## src/rtl/bird_physics_if.sv

```systemverilog
// Bird motion engine bus: game-state/frame/flap inputs and the bird's
// position, animation and velocity outputs.
interface bird_physics_if;
    logic [2:0]        state;
    logic              frame_tick;
    logic              flap;
    logic [10:0]       bird_h;
    logic [10:0]       bird_v;
    logic [1:0]        bird_anim;
    logic              hit_ground;
    logic signed [5:0] vel;

    // Game controller / bench side: drives state, frame and button.
    modport master (
        output state, frame_tick, flap,
        input  bird_h, bird_v, bird_anim, hit_ground, vel
    );

    // Physics engine side.
    modport slave (
        input  state, frame_tick, flap,
        output bird_h, bird_v, bird_anim, hit_ground, vel
    );
endinterface

```

## src/rtl/bird_physics.sv

```systemverilog
// Per-bird motion engine: integrates gravity and flap impulses once per
// video frame, clamps at ceiling and ground, and steps the wing animation.
// Optional macro FLAP_DEBOUNCE_EN inserts a stable-time debouncer between
// the flap synchroniser and the edge detector.
module bird_physics #(
    parameter int H_POS           = 320,
    parameter int START_V         = 240,
    parameter int GROUND_V        = 440,
    parameter int GRAVITY         = 1,
    parameter int FLAP_IMPULSE    = 8,
    parameter int VMAX            = 10,
    parameter int ANIM_DIV        = 6,
    parameter int DEBOUNCE_CYCLES = 500000
) (
    input  logic         clk,
    input  logic         rst_n,
    bird_physics_if.slave bus
);

    localparam int                 AW         = (ANIM_DIV > 1) ? $clog2(ANIM_DIV) : 1;
    localparam logic [10:0]        START_V_C  = 11'(START_V);
    localparam logic [10:0]        GROUND_V_U = 11'(GROUND_V);
    localparam logic signed [11:0] GROUND_V_C = 12'(GROUND_V);
    localparam logic signed [5:0]  FLAP_VEL_C = 6'(-FLAP_IMPULSE);
    localparam logic signed [5:0]  VMAX_C     = 6'(VMAX);
    localparam logic signed [7:0]  VMAX_W     = 8'(VMAX);
    localparam logic signed [7:0]  VMIN_W     = -8'sd32;
    localparam logic signed [7:0]  GRAV_C     = 8'(GRAVITY);
    localparam logic [AW-1:0]      ANIM_LAST  = AW'(ANIM_DIV - 1);

    // Velocity register is 6-bit signed; larger magnitudes cannot be held.
    if (VMAX > 31 || FLAP_IMPULSE > 31) begin : g_bad_vel
        $error("bird_physics: VMAX and FLAP_IMPULSE must be <= 31");
    end
    if (DEBOUNCE_CYCLES < 1) begin : g_bad_db
        $error("bird_physics: DEBOUNCE_CYCLES must be >= 1");
    end

    // Saturate a widened velocity sum into the 6-bit signed range, capped at VMAX.
    function automatic logic signed [5:0] sat_vel(input logic signed [7:0] x);
        if (x > VMAX_W) begin
            sat_vel = VMAX_C;
        end else if (x < VMIN_W) begin
            sat_vel = 6'sb100000;
        end else begin
            sat_vel = x[5:0];
        end
    endfunction

    logic              flap_s1_q, flap_s1_d;
    logic              flap_s2_q, flap_s2_d;
    logic              flap_lvl;
    logic              flap_prev_q, flap_prev_d;
    logic              flap_pending_q, flap_pending_d;
    logic              flap_edge;
    logic              flap_now;
    logic [10:0]       bird_v_q, bird_v_d;
    logic signed [5:0] vel_q, vel_d;
    logic [1:0]        anim_q, anim_d;
    logic [AW-1:0]     anim_cnt_q, anim_cnt_d;
    logic              hit_q, hit_d;
    logic signed [11:0] next_v;
    logic signed [7:0]  vel_sum;

`ifdef FLAP_DEBOUNCE_EN
    localparam int DBW = $clog2(DEBOUNCE_CYCLES + 1);
    localparam logic [DBW-1:0] DB_LAST = DBW'(DEBOUNCE_CYCLES - 1);

    logic           db_lvl_q, db_lvl_d;
    logic [DBW-1:0] db_cnt_q, db_cnt_d;

    // Accept a new flap level only after it has been stable DEBOUNCE_CYCLES clocks.
    always_comb begin
        db_lvl_d = db_lvl_q;
        db_cnt_d = '0;
        if (flap_s2_q != db_lvl_q) begin
            if (db_cnt_q == DB_LAST) begin
                db_lvl_d = flap_s2_q;
            end else begin
                db_cnt_d = db_cnt_q + DBW'(1);
            end
        end
    end

    // Debouncer state registers.
    always_ff @(posedge clk or negedge rst_n) begin
        if (!rst_n) begin
            db_lvl_q <= 1'b0;
            db_cnt_q <= '0;
        end else begin
            db_lvl_q <= db_lvl_d;
            db_cnt_q <= db_cnt_d;
        end
    end

    assign flap_lvl = db_lvl_q;
`else
    assign flap_lvl = flap_s2_q;
`endif

    // Flap capture plus per-state motion update (play updates only on frame_tick).
    always_comb begin
        flap_s1_d      = bus.flap;
        flap_s2_d      = flap_s1_q;
        flap_prev_d    = flap_lvl;
        flap_edge      = flap_lvl & ~flap_prev_q;
        // An edge landing on the tick cycle still counts for that frame.
        flap_now       = flap_pending_q | flap_edge;
        flap_pending_d = bus.frame_tick ? 1'b0 : flap_now;

        bird_v_d   = bird_v_q;
        vel_d      = vel_q;
        anim_d     = anim_q;
        anim_cnt_d = anim_cnt_q;
        hit_d      = hit_q;

        next_v  = $signed({1'b0, bird_v_q}) + {{6{vel_q[5]}}, vel_q};
        vel_sum = {{2{vel_q[5]}}, vel_q} + GRAV_C;

        case (bus.state)
            3'b000, 3'b001: begin
                bird_v_d   = START_V_C;
                vel_d      = '0;
                anim_d     = 2'd0;
                anim_cnt_d = '0;
                hit_d      = 1'b0;
            end
            3'b010: begin
                if (bus.frame_tick && !hit_q) begin
                    // Position moves with the pre-update velocity.
                    if (next_v >= GROUND_V_C) begin
                        bird_v_d = GROUND_V_U;
                        vel_d    = '0;
                        hit_d    = 1'b1;
                    end else if (next_v < 12'sd0) begin
                        bird_v_d = '0;
                        vel_d    = flap_now ? FLAP_VEL_C : 6'sd0;
                    end else begin
                        bird_v_d = next_v[10:0];
                        vel_d    = flap_now ? FLAP_VEL_C : sat_vel(vel_sum);
                    end

                    if (anim_cnt_q == ANIM_LAST) begin
                        anim_cnt_d = '0;
                        anim_d     = (anim_q == 2'd2) ? 2'd0 : anim_q + 2'd1;
                    end else begin
                        anim_cnt_d = anim_cnt_q + AW'(1);
                    end
                end
            end
            default: begin
                anim_d = 2'd3;
            end
        endcase
    end

    // State registers; outputs drop to reset values as soon as rst_n falls.
    always_ff @(posedge clk or negedge rst_n) begin
        if (!rst_n) begin
            flap_s1_q      <= 1'b0;
            flap_s2_q      <= 1'b0;
            flap_prev_q    <= 1'b0;
            flap_pending_q <= 1'b0;
            bird_v_q       <= START_V_C;
            vel_q          <= '0;
            anim_q         <= 2'd0;
            anim_cnt_q     <= '0;
            hit_q          <= 1'b0;
        end else begin
            flap_s1_q      <= flap_s1_d;
            flap_s2_q      <= flap_s2_d;
            flap_prev_q    <= flap_prev_d;
            flap_pending_q <= flap_pending_d;
            bird_v_q       <= bird_v_d;
            vel_q          <= vel_d;
            anim_q         <= anim_d;
            anim_cnt_q     <= anim_cnt_d;
            hit_q          <= hit_d;
        end
    end

    assign bus.bird_h     = 11'(H_POS);
    assign bus.bird_v     = bird_v_q;
    assign bus.vel        = vel_q;
    assign bus.bird_anim  = anim_q;
    assign bus.hit_ground = hit_q;

endmodule

```

## src/flat_wrapper.sv

```systemverilog
// flat-port wrapper written by rule: the top's interface ports become plain ports
module bird_physics_flat 
#(
    parameter int H_POS           = 320,
    parameter int START_V         = 240,
    parameter int GROUND_V        = 440,
    parameter int GRAVITY         = 1,
    parameter int FLAP_IMPULSE    = 8,
    parameter int VMAX            = 10,
    parameter int ANIM_DIV        = 6,
    parameter int DEBOUNCE_CYCLES = 500000
)
  (clk, rst_n, bus_state, bus_frame_tick, bus_flap, bus_bird_h, bus_bird_v, bus_bird_anim, bus_hit_ground, bus_vel);
  bird_physics_if bus_i ();
  input  logic clk;
  input  logic rst_n;
  input wire logic [$bits(bus_i.state)-1:0] bus_state;
  input wire logic [$bits(bus_i.frame_tick)-1:0] bus_frame_tick;
  input wire logic [$bits(bus_i.flap)-1:0] bus_flap;
  output wire logic [$bits(bus_i.bird_h)-1:0] bus_bird_h;
  output wire logic [$bits(bus_i.bird_v)-1:0] bus_bird_v;
  output wire logic [$bits(bus_i.bird_anim)-1:0] bus_bird_anim;
  output wire logic [$bits(bus_i.hit_ground)-1:0] bus_hit_ground;
  output wire logic [$bits(bus_i.vel)-1:0] bus_vel;
  assign bus_i.state = bus_state;
  assign bus_i.frame_tick = bus_frame_tick;
  assign bus_i.flap = bus_flap;
  assign bus_bird_h = bus_i.bird_h;
  assign bus_bird_v = bus_i.bird_v;
  assign bus_bird_anim = bus_i.bird_anim;
  assign bus_hit_ground = bus_i.hit_ground;
  assign bus_vel = bus_i.vel;
  bird_physics #(.H_POS(H_POS), .START_V(START_V), .GROUND_V(GROUND_V), .GRAVITY(GRAVITY), .FLAP_IMPULSE(FLAP_IMPULSE), .VMAX(VMAX), .ANIM_DIV(ANIM_DIV), .DEBOUNCE_CYCLES(DEBOUNCE_CYCLES)) u_core (.clk(clk), .rst_n(rst_n), .bus(bus_i));
endmodule
```

## config.mk

```make
export PLATFORM = sky130hd
export DESIGN_NAME = bird_physics_flat
export DESIGN_NICKNAME = d
export VERILOG_FILES = /design/src/rtl/bird_physics_if.sv /design/src/rtl/bird_physics.sv /design/src/flat_wrapper.sv
export SDC_FILE = /design/constraint.sdc
export NUM_CORES = 1
export LEC_CHECK = 0
export BUFFER_PORTS_ARGS = -buffer_cell sky130_fd_sc_hd__buf_2
export CAP_MARGIN = 10
export CORE_MARGIN = 5
export CORE_UTILIZATION = 45
export DETAILED_ROUTE_END_ITERATION = 6
export MAX_ROUTING_LAYER = met4
export PLACE_DENSITY = 0.81
export SLEW_MARGIN = 10
export SYNTH_ARGS = -nofsm -noshare
export SYNTH_HDL_FRONTEND = slang
export SYNTH_SLANG_ARGS = --single-unit
```

## constraint.sdc

```tcl
create_clock -name clk -period 2.5 [get_ports clk]
set_input_delay 0 -clock clk [delete_from_list [all_inputs] [get_ports clk]]
set_output_delay 0 -clock clk [all_outputs]
set_load 0.01 [all_outputs]
```

==> impl_metrics.prom <==
# TYPE chip_impl_metric gauge
chip_impl_metric{name="portBuffers",unit=""} 26
chip_impl_metric{name="drt-total-wl",unit="um"} 5950
chip_impl_metric{name="p_sw_share",unit="%"} 43.9
chip_impl_metric{name="yosysWarningCount",unit=""} 0
chip_impl_metric{name="place_ws",unit="ns"} -0.141
chip_impl_metric{name="net-switching-power",unit="mW"} 1.78
chip_impl_metric{name="placement.cell_area",unit="um2"} 2610
chip_impl_metric{name="critical_path_peak_fanout",unit=""} 4
chip_impl_metric{name="grt_start_max_net_pins",unit=""} 28
chip_impl_info{name="hold_class",value="input pin to register"} 1
chip_impl_metric{name="ff2ff_setup_slack",unit="ns"} -0.08
chip_impl_info{name="timing.critical_path.slowest_stage_cell",value="or4b_4"} 1
chip_impl_metric{name="post-route-cell-area",unit="um2"} 2940
chip_impl_info{name="yosys-top-cells-area",value="dfrtp_1 (27%), ha_1 (7.1%), dfstp_2 (4.9%)"} 1
chip_impl_metric{name="nets",unit=""} 334
chip_impl_info{name="timing_worst_setup_path_type",value="register to register"} 1
chip_impl_metric{name="fp.dieArea",unit="um2"} 6200
chip_impl_metric{name="avgViaCountPerCell",unit=""} 5.65
chip_impl_info{name="synthMostInstantiatedCell",value="dfrtp_1"} 1
chip_impl_metric{name="peakVddDrop",unit="uV"} 646
chip_impl_metric{name="fp.dieH",unit="um"} 78.7
chip_impl_metric{name="layout-drive-gt1-share",unit="%"} 44.7
chip_impl_metric{name="globalRouteTotalUtil",unit="%"} 19.8
chip_impl_metric{name="clock-skew-final",unit="ns"} 0.00400
chip_impl_metric{name="place_inst",unit=""} 354
chip_impl_metric{name="final.min_clock_period",unit="ns"} 2.58
chip_impl_metric{name="wl_per_cell",unit="um"} 16.2
chip_impl_metric{name="clock_power_share",unit="%"} 6.3
chip_impl_info{name="timing.hold.worst.start",value="bus_state[2]"} 1
chip_impl_metric{name="sequential_to_total_area_share_from_yosys_stat",unit="%"} 32.0
chip_impl_metric{name="cts.sinks",unit=""} 27
chip_impl_metric{name="power.density_cell_area",unit="nW/um2"} 1380
chip_impl_info{name="worst_r2r_startpoint",value="u_core.bus.bird_v[0]"} 1
chip_impl_metric{name="share_seq_of_total_power",unit="%"} 17.7
chip_impl_info{name="outcome",value="finished with violations"} 1
chip_impl_metric{name="yosys_register_bits",unit=""} 27
chip_impl_metric{name="worst_slack",unit="ns"} -0.0777
chip_impl_info{name="tritoncts",value="built"} 1
chip_impl_metric{name="achievable-frequency",unit="MHz"} 388
chip_impl_metric{name="timing.critical_path.arrival",unit="ns"} 2.80
chip_impl_info{name="worstSetupStartpointType",value="register"} 1
chip_impl_metric{name="synthCells",unit=""} 238
chip_impl_metric{name="dr_total_vias",unit=""} 2074
chip_impl_metric{name="layout_worst_path_cycle_share",unit="%"} 103
chip_impl_info{name="post_synth_most_frequent_cells",value="dfrtp_1 (23), nand2_1 (18), nor2_1 (17)"} 1
chip_impl_metric{name="gpl.final_weighted_congestion",unit=""} 0.961
chip_impl_metric{name="critical_path_required",unit="ns"} 2.72
chip_impl_metric{name="rows",unit=""} 25
chip_impl_metric{name="dp_hpwl",unit="um"} 4500
chip_impl_metric{name="slowest_delay",unit="ns"} 0.49
chip_impl_info{name="crit_start",value="u_core.bus.bird_v[0]"} 1
chip_impl_info{name="postSynth.topFlopCell",value="dfrtp_1"} 1
chip_impl_metric{name="final-max-slew-violation-count",unit=""} 0
chip_impl_metric{name="asyncSetResetFlopFracSynth",unit="%"} 100
chip_impl_info{name="failing_checks",value="negative setup slack"} 1
chip_impl_metric{name="synth.top_cell.area_share",unit="%"} 27.1
chip_impl_metric{name="cts-buffers-inserted",unit=""} 3
chip_impl_info{name="crit_path_end_kind",value="register"} 1
chip_impl_metric{name="ios",unit=""} 38
chip_impl_metric{name="synth_area",unit="um2"} 2130
chip_impl_metric{name="hold_slack",unit="ns"} 0.0151
chip_impl_metric{name="p_int",unit="mW"} 2.27
chip_impl_info{name="rsz0062_at_grt",value="true"} 1
chip_impl_info{name="critical_path.top_delay_family",value="simple AND/OR/NAND/NOR gates"} 1
chip_impl_metric{name="start_util",unit="%"} 45.6
chip_impl_metric{name="synth-edff-count",unit=""} 0
chip_impl_metric{name="timing.critical_path.buf_inv",unit=""} 1
chip_impl_metric{name="number_of_global_route_vias_before_repair",unit=""} 2046
chip_impl_metric{name="dieWidth",unit="um"} 78.7
chip_impl_metric{name="share_comb_of_total_power",unit="%"} 76.0
chip_impl_metric{name="antenna_found_initial",unit=""} 0
chip_impl_metric{name="yosysUniqueCellTypes",unit=""} 61
chip_impl_metric{name="finalSetupViolations",unit=""} 5
chip_impl_metric{name="grt_remaining_overflow",unit=""} 0
chip_impl_metric{name="maxSlewHeadroom",unit="%"} 58.7
chip_impl_metric{name="drtAntennaViolNets",unit=""} 0
chip_impl_metric{name="worst_slew_pin_slew",unit="ns"} 0.620
chip_impl_metric{name="drt_iter0_markers",unit=""} 137
chip_impl_metric{name="design.core.area",unit="um2"} 4660
chip_impl_metric{name="antenna_cells",unit=""} 0
chip_impl_metric{name="drv.max_cap_violation_count",unit=""} 0
chip_impl_metric{name="final-instance-count-excl-fill",unit=""} 367
chip_impl_metric{name="syn2layout_area_growth",unit="%"} 38.4
chip_impl_metric{name="clock_tree.buffer_depth",unit=""} 2
chip_impl_metric{name="cts_max_level",unit=""} 1
chip_impl_metric{name="drt_drc_violations_left",unit=""} 0
chip_impl_metric{name="p_total",unit="mW"} 4.05
chip_impl_metric{name="finalHoldViolCount",unit=""} 0
chip_impl_metric{name="insertion_delay_of_the_later_clocked_pin_in_the_worst_skew_pair",unit="ns"} 0.28
chip_impl_metric{name="power_leakage",unit="nW"} 1.35
chip_impl_info{name="synth.largest_area_cell",value="dfrtp_1"} 1
chip_impl_info{name="cp_cell_sequence",value="ha_4 > inv_2 > fa_2 > nand2b_4 > a211oi_4 > nor3_2 > a21boi_2 > o21ai_2 > a2bb2oi_4 > or4b_4 > nand4_1"} 1
chip_impl_info{name="cts_root_buffer",value="clkbuf_8"} 1
chip_impl_metric{name="postSynthAreaPerCell",unit="um2"} 8.93
chip_impl_metric{name="drtPass1Iterations",unit=""} 6
chip_impl_metric{name="grt_pass1_wl",unit="um"} 9710
chip_impl_metric{name="worst_setup_hold_path_clk_slew",unit="ns"} 0.09
==> what timing repair did <==
item	4_1_cts	5_1_grt
hold buffers	3	0
endpoints found under the hold margin	25	0
endpoints found under the setup margin	13	16
gates resized for setup	11	32
buffers inserted	2	5
pin swaps	6	18
==> logic make-up (layout without fill, tap and decap cells) <==
| logic type | after synthesis | after routing | share of synthesized area, % |
|---|---|---|---|
| other cells | 2 | 11 | 0.353 |
| mux | 1 | 1 | 0.471 |
| xor+xnor | 7 | 7 | 2.88 |
| compound gates | 72 | 72 | 26.9 |
| buf+inv | 32 | 98 | 7.89 |
| simple gates | 84 | 84 | 21.5 |
| fa+ha+maj | 13 | 13 | 8.00 |
| flops | 27 | 27 | 32.0 |
==> worst reg2reg max path: cells and delay by family (launching register included) <==
kind / cells / cell delay (ns)
adders and majority gates: 2 / 0.48
DFF: 1 / 0.40
AOI/OAI and AO/OA: 4 / 0.77
and+or+nand+nor: 4 / 0.84
buffers and inverters: 1 / 0.03
==> flip-flops by register name, summed over array words and instances, names as in the netlist <==
register,cells
u_core.bus.bird_anim,2
u_core.bus.vel,6
u_core.anim_cnt_q,3
u_core.flap_s1_q,1
u_core.flap_prev_q,1
u_core.bus.bird_v,11
u_core.bus.hit_ground,1
u_core.flap_pending_q,1
u_core.flap_lvl,1
==> final cells by class <==
class                   count  area (um2)
well taps                  54        67.6
fillers                   376        1720
multi-input cells         188        1540
clock buffers               3        41.3
inverters                  14        52.6
flip-flops and latches     27         686
clock inverters             1        5.00
repair buffers             80         547
==> power by group through the flow <==
stage                     Sequential (mW)  Clock [mW]  Combinational, mW
after global placement              0.692           0               2.50
after CTS                           0.691       0.263               2.72
final                               0.718       0.257               3.08
after global routing                0.736       0.283               3.32
after floorplan                     0.766           0               1.48
after detailed placement            0.699           0               2.55
==> cell usage in the layout (no fill, tap or decap), drive strengths merged, types with 4 or more instances in the layout <==
cell type | netlist | routed
xnor2 | 5 | 5
o21ai | 16 | 16
conb | 2 | 11
buf | 14 | 77
dfstp | 4 | 4
a32o | 5 | 5
and3 | 4 | 4
ha | 12 | 12
dfrtp | 23 | 23
nor2 | 18 | 18
inv | 14 | 14
a31oi | 5 | 5
nand3 | 10 | 10
nand4 | 7 | 7
a21o | 6 | 6
a21oi | 19 | 19
nor3 | 5 | 5
nand2 | 18 | 18
==> stage by stage <==
stage	setup TNS, ns	util (%)
global route	-1.29	63.1
finish	-0.242	63.1
floorplan	-0.00389	-
global placement	-0.639	56.1
CTS	-0.194	59.0
detailed placement	-1.03	56.1
==> final timing paths <==
check,end,cells after the start
min in group asynchronous,u_core.flap_s1_q,2
worst min register to register,u_core.flap_lvl,0
worst max-delay path,u_core.bus.bird_v[5],11
worst min-delay path,u_core.bus.bird_v[4],2
worst max register to register,u_core.bus.bird_v[5],11
max in group asynchronous,u_core.bus.bird_v[0],2
==> metal layers <==
metal | global-route usage [%] | wire length [um]
met5 | - | 0
met3 | 2.72 | 234
met2 | 32.7 | 2970
met4 | 4.02 | 76
met1 | 26.2 | 2670
Note: power is estimated with default switching activity, not from simulation.
